==> src/rtl/fifo_ctrl_param_if.sv <==
// Request/RAM-control/status bundle between the FIFO requesters and fifo_ctrl_param.
// Optional overflow/underflow flags are present only with FIFO_CTRL_ERR_FLAGS_EN.
interface fifo_ctrl_param_if #(parameter int ADDR_W = 4);
    logic              clear;
    logic              mode;
    logic              we;
    logic              re;
    logic              mem_we;
    logic [ADDR_W-1:0] mem_waddr;
    logic              mem_re;
    logic [ADDR_W-1:0] mem_raddr;
    logic [ADDR_W:0]   count;
    logic              fifo_full;
    logic              fifo_empty;
    logic              almost_full;
    logic              almost_empty;
    logic              done;
`ifdef FIFO_CTRL_ERR_FLAGS_EN
    logic              overflow;
    logic              underflow;

    modport master (output clear, mode, we, re,
                    input  mem_we, mem_waddr, mem_re, mem_raddr, count, fifo_full,
                           fifo_empty, almost_full, almost_empty, done, overflow, underflow);
    modport slave  (input  clear, mode, we, re,
                    output mem_we, mem_waddr, mem_re, mem_raddr, count, fifo_full,
                           fifo_empty, almost_full, almost_empty, done, overflow, underflow);
`else
    modport master (output clear, mode, we, re,
                    input  mem_we, mem_waddr, mem_re, mem_raddr, count, fifo_full,
                           fifo_empty, almost_full, almost_empty, done);
    modport slave  (input  clear, mode, we, re,
                    output mem_we, mem_waddr, mem_re, mem_raddr, count, fifo_full,
                           fifo_empty, almost_full, almost_empty, done);
`endif
endinterface

==> src/rtl/fifo_ctrl_param.sv <==
// FIFO controller for an external dual-port RAM: burst (fill-then-drain) or stream mode.
// Strobes are combinational; rejected requests are dropped. Macro FIFO_CTRL_ERR_FLAGS_EN adds sticky overflow/underflow.
module fifo_ctrl_param #(
    parameter int ADDR_W   = 4,
    parameter int AF_LEVEL = 14,
    parameter int AE_LEVEL = 2
) (
    input logic               clk,
    input logic               rst,
    fifo_ctrl_param_if.slave  bus
);
    typedef enum logic [1:0] {IDLE, FILL, DRAIN, STREAM} state_t;

    localparam logic [ADDR_W:0] PTR_ONE  = {{ADDR_W{1'b0}}, 1'b1};
    localparam logic [ADDR_W:0] CNT_NEAR = {1'b0, {ADDR_W{1'b1}}};
    localparam logic [ADDR_W:0] AF_LV    = AF_LEVEL[ADDR_W:0];
    localparam logic [ADDR_W:0] AE_LV    = AE_LEVEL[ADDR_W:0];

    state_t          state, state_nxt;
    logic            done_q, done_nxt;
    logic [ADDR_W:0] wr_ptr, rd_ptr;
    logic [ADDR_W:0] count;
    logic            full, empty;
    logic            wr_acc, rd_acc;

    // The extra pointer bit disambiguates full from empty when the address bits match.
    assign count = wr_ptr - rd_ptr;
    assign full  = (wr_ptr[ADDR_W] != rd_ptr[ADDR_W]) &&
                   (wr_ptr[ADDR_W-1:0] == rd_ptr[ADDR_W-1:0]);
    assign empty = (wr_ptr == rd_ptr);

    assign wr_acc = bus.we && !full && !bus.clear && (state == FILL || state == STREAM);
    assign rd_acc = bus.re && !empty && !bus.clear && (state == DRAIN || state == STREAM);

    assign bus.mem_we       = wr_acc;
    assign bus.mem_re       = rd_acc;
    assign bus.mem_waddr    = wr_ptr[ADDR_W-1:0];
    assign bus.mem_raddr    = rd_ptr[ADDR_W-1:0];
    assign bus.count        = count;
    assign bus.fifo_full    = full;
    assign bus.fifo_empty   = empty;
    assign bus.almost_full  = (count >= AF_LV);
    assign bus.almost_empty = (count <= AE_LV);
    assign bus.done         = done_q;

    always_comb begin
        state_nxt = state;
        done_nxt  = 1'b0;
        case (state)
            IDLE:    state_nxt = bus.mode ? STREAM : FILL;
            FILL:    if (wr_acc && count == CNT_NEAR) state_nxt = DRAIN;
            DRAIN:   if (rd_acc && count == PTR_ONE) begin
                         state_nxt = IDLE;
                         done_nxt  = 1'b1;
                     end
            STREAM:  state_nxt = STREAM;
            default: state_nxt = IDLE;
        endcase
        if (bus.clear) begin
            state_nxt = IDLE;
            done_nxt  = 1'b0;
        end
    end

    always_ff @(posedge clk or posedge rst) begin
        if (rst) begin
            state  <= IDLE;
            done_q <= 1'b0;
        end else begin
            state  <= state_nxt;
            done_q <= done_nxt;
        end
    end

    // IDLE holds the pointers at zero so every burst or stream session starts at address 0.
    always_ff @(posedge clk or posedge rst) begin
        if (rst) begin
            wr_ptr <= '0;
            rd_ptr <= '0;
        end else if (bus.clear || state == IDLE) begin
            wr_ptr <= '0;
            rd_ptr <= '0;
        end else begin
            if (wr_acc) wr_ptr <= wr_ptr + PTR_ONE;
            if (rd_acc) rd_ptr <= rd_ptr + PTR_ONE;
        end
    end

`ifdef FIFO_CTRL_ERR_FLAGS_EN
    logic overflow_q, underflow_q;

    always_ff @(posedge clk or posedge rst) begin
        if (rst) begin
            overflow_q  <= 1'b0;
            underflow_q <= 1'b0;
        end else if (bus.clear) begin
            overflow_q  <= 1'b0;
            underflow_q <= 1'b0;
        end else begin
            if (bus.we && full && (state == FILL || state == STREAM))   overflow_q  <= 1'b1;
            if (bus.re && empty && (state == DRAIN || state == STREAM)) underflow_q <= 1'b1;
        end
    end

    assign bus.overflow  = overflow_q;
    assign bus.underflow = underflow_q;
`endif
endmodule

==> src/flat_wrapper.sv <==
// flat-port wrapper written by rule: the top's interface ports become plain ports
module fifo_ctrl_param_flat 
#(
    parameter int ADDR_W   = 4,
    parameter int AF_LEVEL = 14,
    parameter int AE_LEVEL = 2
)
  (clk, rst, bus_clear, bus_mode, bus_we, bus_re, bus_mem_we, bus_mem_waddr, bus_mem_re, bus_mem_raddr, bus_count, bus_fifo_full, bus_fifo_empty, bus_almost_full, bus_almost_empty, bus_done);
  fifo_ctrl_param_if #(.ADDR_W(ADDR_W)) bus_i ();
  input logic clk;
  input logic rst;
  input wire logic [$bits(bus_i.clear)-1:0] bus_clear;
  input wire logic [$bits(bus_i.mode)-1:0] bus_mode;
  input wire logic [$bits(bus_i.we)-1:0] bus_we;
  input wire logic [$bits(bus_i.re)-1:0] bus_re;
  output wire logic [$bits(bus_i.mem_we)-1:0] bus_mem_we;
  output wire logic [$bits(bus_i.mem_waddr)-1:0] bus_mem_waddr;
  output wire logic [$bits(bus_i.mem_re)-1:0] bus_mem_re;
  output wire logic [$bits(bus_i.mem_raddr)-1:0] bus_mem_raddr;
  output wire logic [$bits(bus_i.count)-1:0] bus_count;
  output wire logic [$bits(bus_i.fifo_full)-1:0] bus_fifo_full;
  output wire logic [$bits(bus_i.fifo_empty)-1:0] bus_fifo_empty;
  output wire logic [$bits(bus_i.almost_full)-1:0] bus_almost_full;
  output wire logic [$bits(bus_i.almost_empty)-1:0] bus_almost_empty;
  output wire logic [$bits(bus_i.done)-1:0] bus_done;
  assign bus_i.clear = bus_clear;
  assign bus_i.mode = bus_mode;
  assign bus_i.we = bus_we;
  assign bus_i.re = bus_re;
  assign bus_mem_we = bus_i.mem_we;
  assign bus_mem_waddr = bus_i.mem_waddr;
  assign bus_mem_re = bus_i.mem_re;
  assign bus_mem_raddr = bus_i.mem_raddr;
  assign bus_count = bus_i.count;
  assign bus_fifo_full = bus_i.fifo_full;
  assign bus_fifo_empty = bus_i.fifo_empty;
  assign bus_almost_full = bus_i.almost_full;
  assign bus_almost_empty = bus_i.almost_empty;
  assign bus_done = bus_i.done;
  fifo_ctrl_param #(.ADDR_W(ADDR_W), .AF_LEVEL(AF_LEVEL), .AE_LEVEL(AE_LEVEL)) u_core (.clk(clk), .rst(rst), .bus(bus_i));
endmodule
==> config.mk <==
export PLATFORM = sky130hd
export DESIGN_NAME = fifo_ctrl_param_flat
export DESIGN_NICKNAME = d
export VERILOG_FILES = /design/src/rtl/fifo_ctrl_param_if.sv /design/src/rtl/fifo_ctrl_param.sv /design/src/flat_wrapper.sv
export SDC_FILE = /design/constraint.sdc
export NUM_CORES = 1
export LEC_CHECK = 0
export ABC_AREA = 0
export BUFFER_PORTS_ARGS = -buffer_cell sky130_fd_sc_hd__buf_2
export CORE_MARGIN = 2
export CORE_UTILIZATION = 54
export CTS_BUF_LIST = sky130_fd_sc_hd__clkbuf_2 sky130_fd_sc_hd__clkbuf_4 sky130_fd_sc_hd__clkbuf_8
export DETAILED_ROUTE_END_ITERATION = 12
export GPL_ROUTABILITY_DRIVEN = 0
export PLACE_DENSITY_LB_ADDON = 0.25
export SLEW_MARGIN = 5
export SYNTH_ARGS = -nofsm -noshare
export SYNTH_HDL_FRONTEND = slang
export SYNTH_SLANG_ARGS = --single-unit
export TNS_END_PERCENT = 1
==> constraint.sdc <==
create_clock -name clk -period 2.91 [get_ports clk]
set_input_delay 0.291 -clock clk [delete_from_list [all_inputs] [get_ports clk]]
set_output_delay 0.291 -clock clk [all_outputs]
set_load 0.01 [all_outputs]
Word-level counts from Yosys, hierarchy flattened:

Index checks and enable logic that the tools add are counted.

* bits in registers: 13
* logic and storage cells: 50
* bits of input ports: 6

* magnitude comparators: 2
* multiplexer cells: 12
* eq/ne operators: 10
* $add $sub $neg: 3
* reductions and logical operators: 19

Operators with widths (number)
* 5-bit 2-to-1 mux: 4
* 5-bit by 1-bit adder with 5-bit output (second input constant): 2
* 1-bit logical AND: 9
* 2-bit 2-to-1 mux: 4
* 2-bit one-hot mux with 4 select lines: 1
* 3-bit != test (second input constant): 2
* 5-bit by 1-bit equality test with 1-bit output (second input constant): 1
* 5-bit by 4-bit equality test with 1-bit output (second input constant): 1
* 5-bit equality test: 1
* 5-bit by 4-bit greater-or-equal comparator with 1-bit output (second input constant): 1
* 5-bit by 2-bit <= comparator with 1-bit output (second input constant): 1
* 5-bit subtractor: 1
* 2-bit equality test (second input constant): 2
* 4-bit equality test: 1
* 2-bit nonzero test: 2
* 1-bit zero test: 3
* 1-bit logical OR: 3
* 1-bit 2-to-1 mux: 3
* 2-bit by 1-bit equality test with 1-bit output (second input constant): 1
* 2-bit zero test: 1
* 2-bit AND reduction: 1
* 1-bit != test: 1

Logic depth before layout (Yosys ltp):

* depth after elaboration: 10
* mapped depth: 11
* mapped depth without buffers: 11

Worst setup path after synthesis:

No wires, ideal clock.

* path type: reg2out
* from: register u_core.wr_ptr[0]
* to: output port bus_almost_empty
* setup slack: 0.318 ns
* stages on the path, launching flop included: 10
* data arrival time: 2.301 ns
* path through: dfrtp_1 -> inv_1 -> ha_1 -> inv_1 -> fa_1 -> a21o_2 -> a21oi_2 -> xnor2_2 -> inv_2 -> a2111oi_0

* word-level cells in the longest chain between the ends: 2

Ends and longest elaborated chain
* from (decl): line fifo_ctrl_param.sv:21 `logic [ADDR_W:0] wr_ptr, rd_ptr;`
* from (signal assigned): line fifo_ctrl_param.sv:84 `if (wr_acc) wr_ptr <= wr_ptr + PTR_ONE;`
* 5-bit subtractor: line fifo_ctrl_param.sv:27 `assign count = wr_ptr - rd_ptr;`
* via bus_count[4]: line flat_wrapper.sv:20 `output wire logic [$bits(bus_i.count)-1:0] bus_count;`
* 5-bit by 2-bit <= comparator with 1-bit output: line fifo_ctrl_param.sv:43 `assign bus.almost_empty = (count <= AE_LV);`
* to (decl): line flat_wrapper.sv:24 `output wire logic [$bits(bus_i.almost_empty)-1:0] bus_almost_empty;`

The timed path passes the listed nets, and every way through them passes these cells.

Worst setup path after layout:

* from: register u_core.wr_ptr[0]
* to: output port bus_almost_empty

* word-level cells in the longest chain between the ends: 2

Ends and longest elaborated chain (line)
* 5-bit subtractor: fifo_ctrl_param.sv:27
* 5-bit by 2-bit <= comparator with 1-bit output: fifo_ctrl_param.sv:43

No other way between the ends.

==> flow_summary.json <==
{
  "outcome": "finished, final reports clean",
  "h-tree-depth": 1,
  "slowest_stage": "dfrtp_2",
  "cpPeakStageDelay_ns": 0.45,
  "tightestPinTransition_ns": 0.577,
  "nNetsFinal": 145,
  "dieArea_sq_um": 2210,
  "cts_tree": "yes",
  "final_cell_mix": "buf_2 (25), nor2_1 (14), dfrtp_1 (12), inv_1 (11), ha_1 (10)",
  "grt_pass1_wl_mm": 3.23,
  "cts_hold_buffers": 0,
  "powerDensity_nw_per_um2": 456,
  "n_antenna_cell": 0,
  "hold_class": "primary input to async pin",
  "avgViaCountPerCell": 5.14,
  "post-route-period-util_pct": 94.8,
  "area_delta_synth_final_pct": 13.0,
  "numCtsBuffers": 3,
  "critPathKind": "flip-flop to output pin",
  "rr_worst_depth": 11,
  "clockBufferDepth": 2,
  "fin_skew_ns": 0.00290,
  "reg2reg_to": "u_core.state[1]$_DFFE_PP0P_",
  "crit_path_start": "u_core.wr_ptr[0]$_DFFE_PP0P_",
  "cp_data_required_time_ns": 2.62,
  "fin_tns_setup_ns": 0,
  "slew_viol_final": 0,
  "grt-ovfl-total": 0,
  "worst_setup_path_start_kind": "flip-flop",
  "reg2reg_from": "u_core.wr_ptr[0]$_DFFE_PP0P_",
  "end_kind": "output pin",
  "final_antenna_net_count": 0,
  "crit_arrival_ns": 2.47,
  "track_usage_pct": 20.6,
  "portBuffers": 25,
  "netlist_instances": 107,
  "ys_warn_count": 0,
  "start_util_pct": 57.8,
  "cts_sinks": 13,
  "cap_violations": 0,
  "first_pass_iters": 4,
  "die_x_um": 47,
  "power_leakage_uw": 0.000582,
  "drive_above_1_share_pct": 29.9,
  "fmax_mhz": 363,
  "synthesis.area_sq_um": 998,
  "ys_ff_latch": 13,
  "ys_seq_area_share_pct": 32.6,
  "core_area_sq_um": 1730,
  "setup_viol": 0,
  "cts_resized": 0,
  "period_minus_slack_ns": 2.76,
  "final-hold-violation-count": 0,
  "die_h_um": 47,
  "clkTransAtPathRegs_ns": 0.08,
  "clock_tree.root_cell": "clkbuf_4",
  "grt_pass1_vias": 771,
  "wl_mm": 1.94,
  "finalWorstSetupSlack_ns": 0.152,
  "hpwl_mm": 1.56,
  "grt_max_degree": 14,
  "post_cts_buffers": 0,
  "antenna_found_initial": 0,
  "path_cells": "inv_1, ha_1, inv_1, fa_1, a21o_2, a21oi_2, xnor2_2, inv_2, a2111oi_2, buf_2",
  "wire_per_inst_um": 12.8,
  "via_count": 782,
  "syn_nets": 124,
  "crit_top_cell": "inv_1",
  "ios": 26,
  "netlist-cell-type-count": 33,
  "fp-row-count": 15,
  "vdd_drop_max_mv": 0.424,
  "dpl_worst_slack_ns": 0.342,
  "clkLatencyLatePin_ns": 0.27,
  "crit_fanout": 5,
  "layout_commonest_cell": "buf_2",
  "maxSlewHeadroom_pct": 61.4,
  "syn_avg_cell_area_sq_um": 9.33,
  "drtIter0Drc": 16,
  "drc": 0,
  "r2r_slack_ns": 0.33
}
[state kept, by name (all words and copies together), names as in the netlist]
name,cells
u_core.state,2
u_core.wr_ptr,5
u_core.bus.done,1
u_core.rd_ptr,5
[cell usage after synthesis, drive strengths merged]
cell type / n / area share, %
o211ai: 2 / 1.5
a21o: 1 / 0.88
buf: 9 / 6.4
nand2: 7 / 2.6
or2: 1 / 0.63
a21oi: 3 / 1.9
nand3: 1 / 0.50
nor3: 1 / 0.50
nand3b: 1 / 0.75
a41o: 2 / 2.0
nor4: 1 / 0.63
mux2i: 2 / 2.0
a2111oi: 1 / 0.88
o21ai: 1 / 0.50
fa: 1 / 2.0
a32o: 1 / 1.0
xor2: 7 / 6.1
inv: 12 / 4.5
nand4: 5 / 3.1
ha: 10 / 13
and3: 1 / 0.63
nor2: 15 / 5.9
o22ai: 1 / 0.63
xnor2: 5 / 5.1
nor3b: 1 / 0.75
nor2b: 1 / 0.63
dfrtp: 13 / 33
o41ai: 1 / 2.8
[per-layer routing]
| layer | GRT usage [%] | vias up | part of all wire (%) |
|---|---|---|---|
| li1 | - | 394 | - |
| met1 | 26.6 | 369 | 47 |
| met2 | 34.5 | 17 | 48 |
| met3 | 4.23 | 2 | 4.2 |
| met4 | 6.67 | 0 | 0.62 |
| met5 | 0 | - | 0 |
[cells by family (layout without fill, tap and decap cells)]
family                   after synthesis  count (layout)  share of synthesized area [%]
AO/OA/AOI/OAI                         13              13                           12.0
XOR/XNOR                              12              12                           11.3
adder cells (fa/ha/maj)               11              11                           14.5
buffers and inverters                 21              41                           10.9
flip-flops                            13              13                           32.6
multiplexers                           2               2                           2.01
AND/OR/NAND/NOR                       35              35                           16.7
[power by group]
| part | leakage, uW | total (uW) | internal, uW | switching, uW |
|---|---|---|---|---|
| Clock | 0.0000184 | 123 | 62.4 | 60.2 |
| Sequential | 0.000178 | 210 | 195 | 15.3 |
| Combinational | 0.000386 | 181 | 78.0 | 103 |
| Total | 0.000582 | 514 | 335 | 179 |
[worst max-delay path by stage]
stage                                        to  slack (ns)  depth (start not counted)
floorplan                      bus_almost_empty        0.32                          9
global placement    u_core.state[1]$_DFFE_PP0P_        0.43                         11
detailed placement  u_core.state[0]$_DFFE_PP0P_        0.34                         11
CTS                            bus_almost_empty        0.08                         10
global route                   bus_almost_empty      -0.002                         10
finish                         bus_almost_empty        0.15                         10
[stage by stage]
stage	util [%]	cell area [sq um]	std cells	hold WS [ns]	power (uW)
final	65.4	1130	152	0.0248	514
after floorplan	-	998	107	0.168	354
after detailed placement	63.2	1090	148	0.350	396
after CTS	64.9	1120	152	0.0445	521
after global routing	65.4	1130	152	0.0532	556
after global placement	63.2	1090	148	0.352	390
[layout make-up]
| type | instances | area (sq um) |
|---|---|---|
| Timing Repair Buffer | 25 | 125 |
| Tap cell | 25 | 31.3 |
| Inverter | 12 | 45.0 |
| Multi-Input combinational cell | 73 | 571 |
| Sequential cell | 13 | 327 |
| Clock buffer | 4 | 30.0 |
| Fill cell | 155 | 598 |
[critical path, delay by kind of cell (launching register included)]
| kind | cells | cell delay (ns) |
|---|---|---|
| DFF | 1 | 0.45 |
| xor gates and xnor gates | 1 | 0.15 |
| buffers and inverters | 4 | 0.40 |
| AOI/OAI and AO/OA | 3 | 0.67 |
| adders and majority gates | 2 | 0.54 |
No activity file was read; power rests on OpenSTA's default activity.
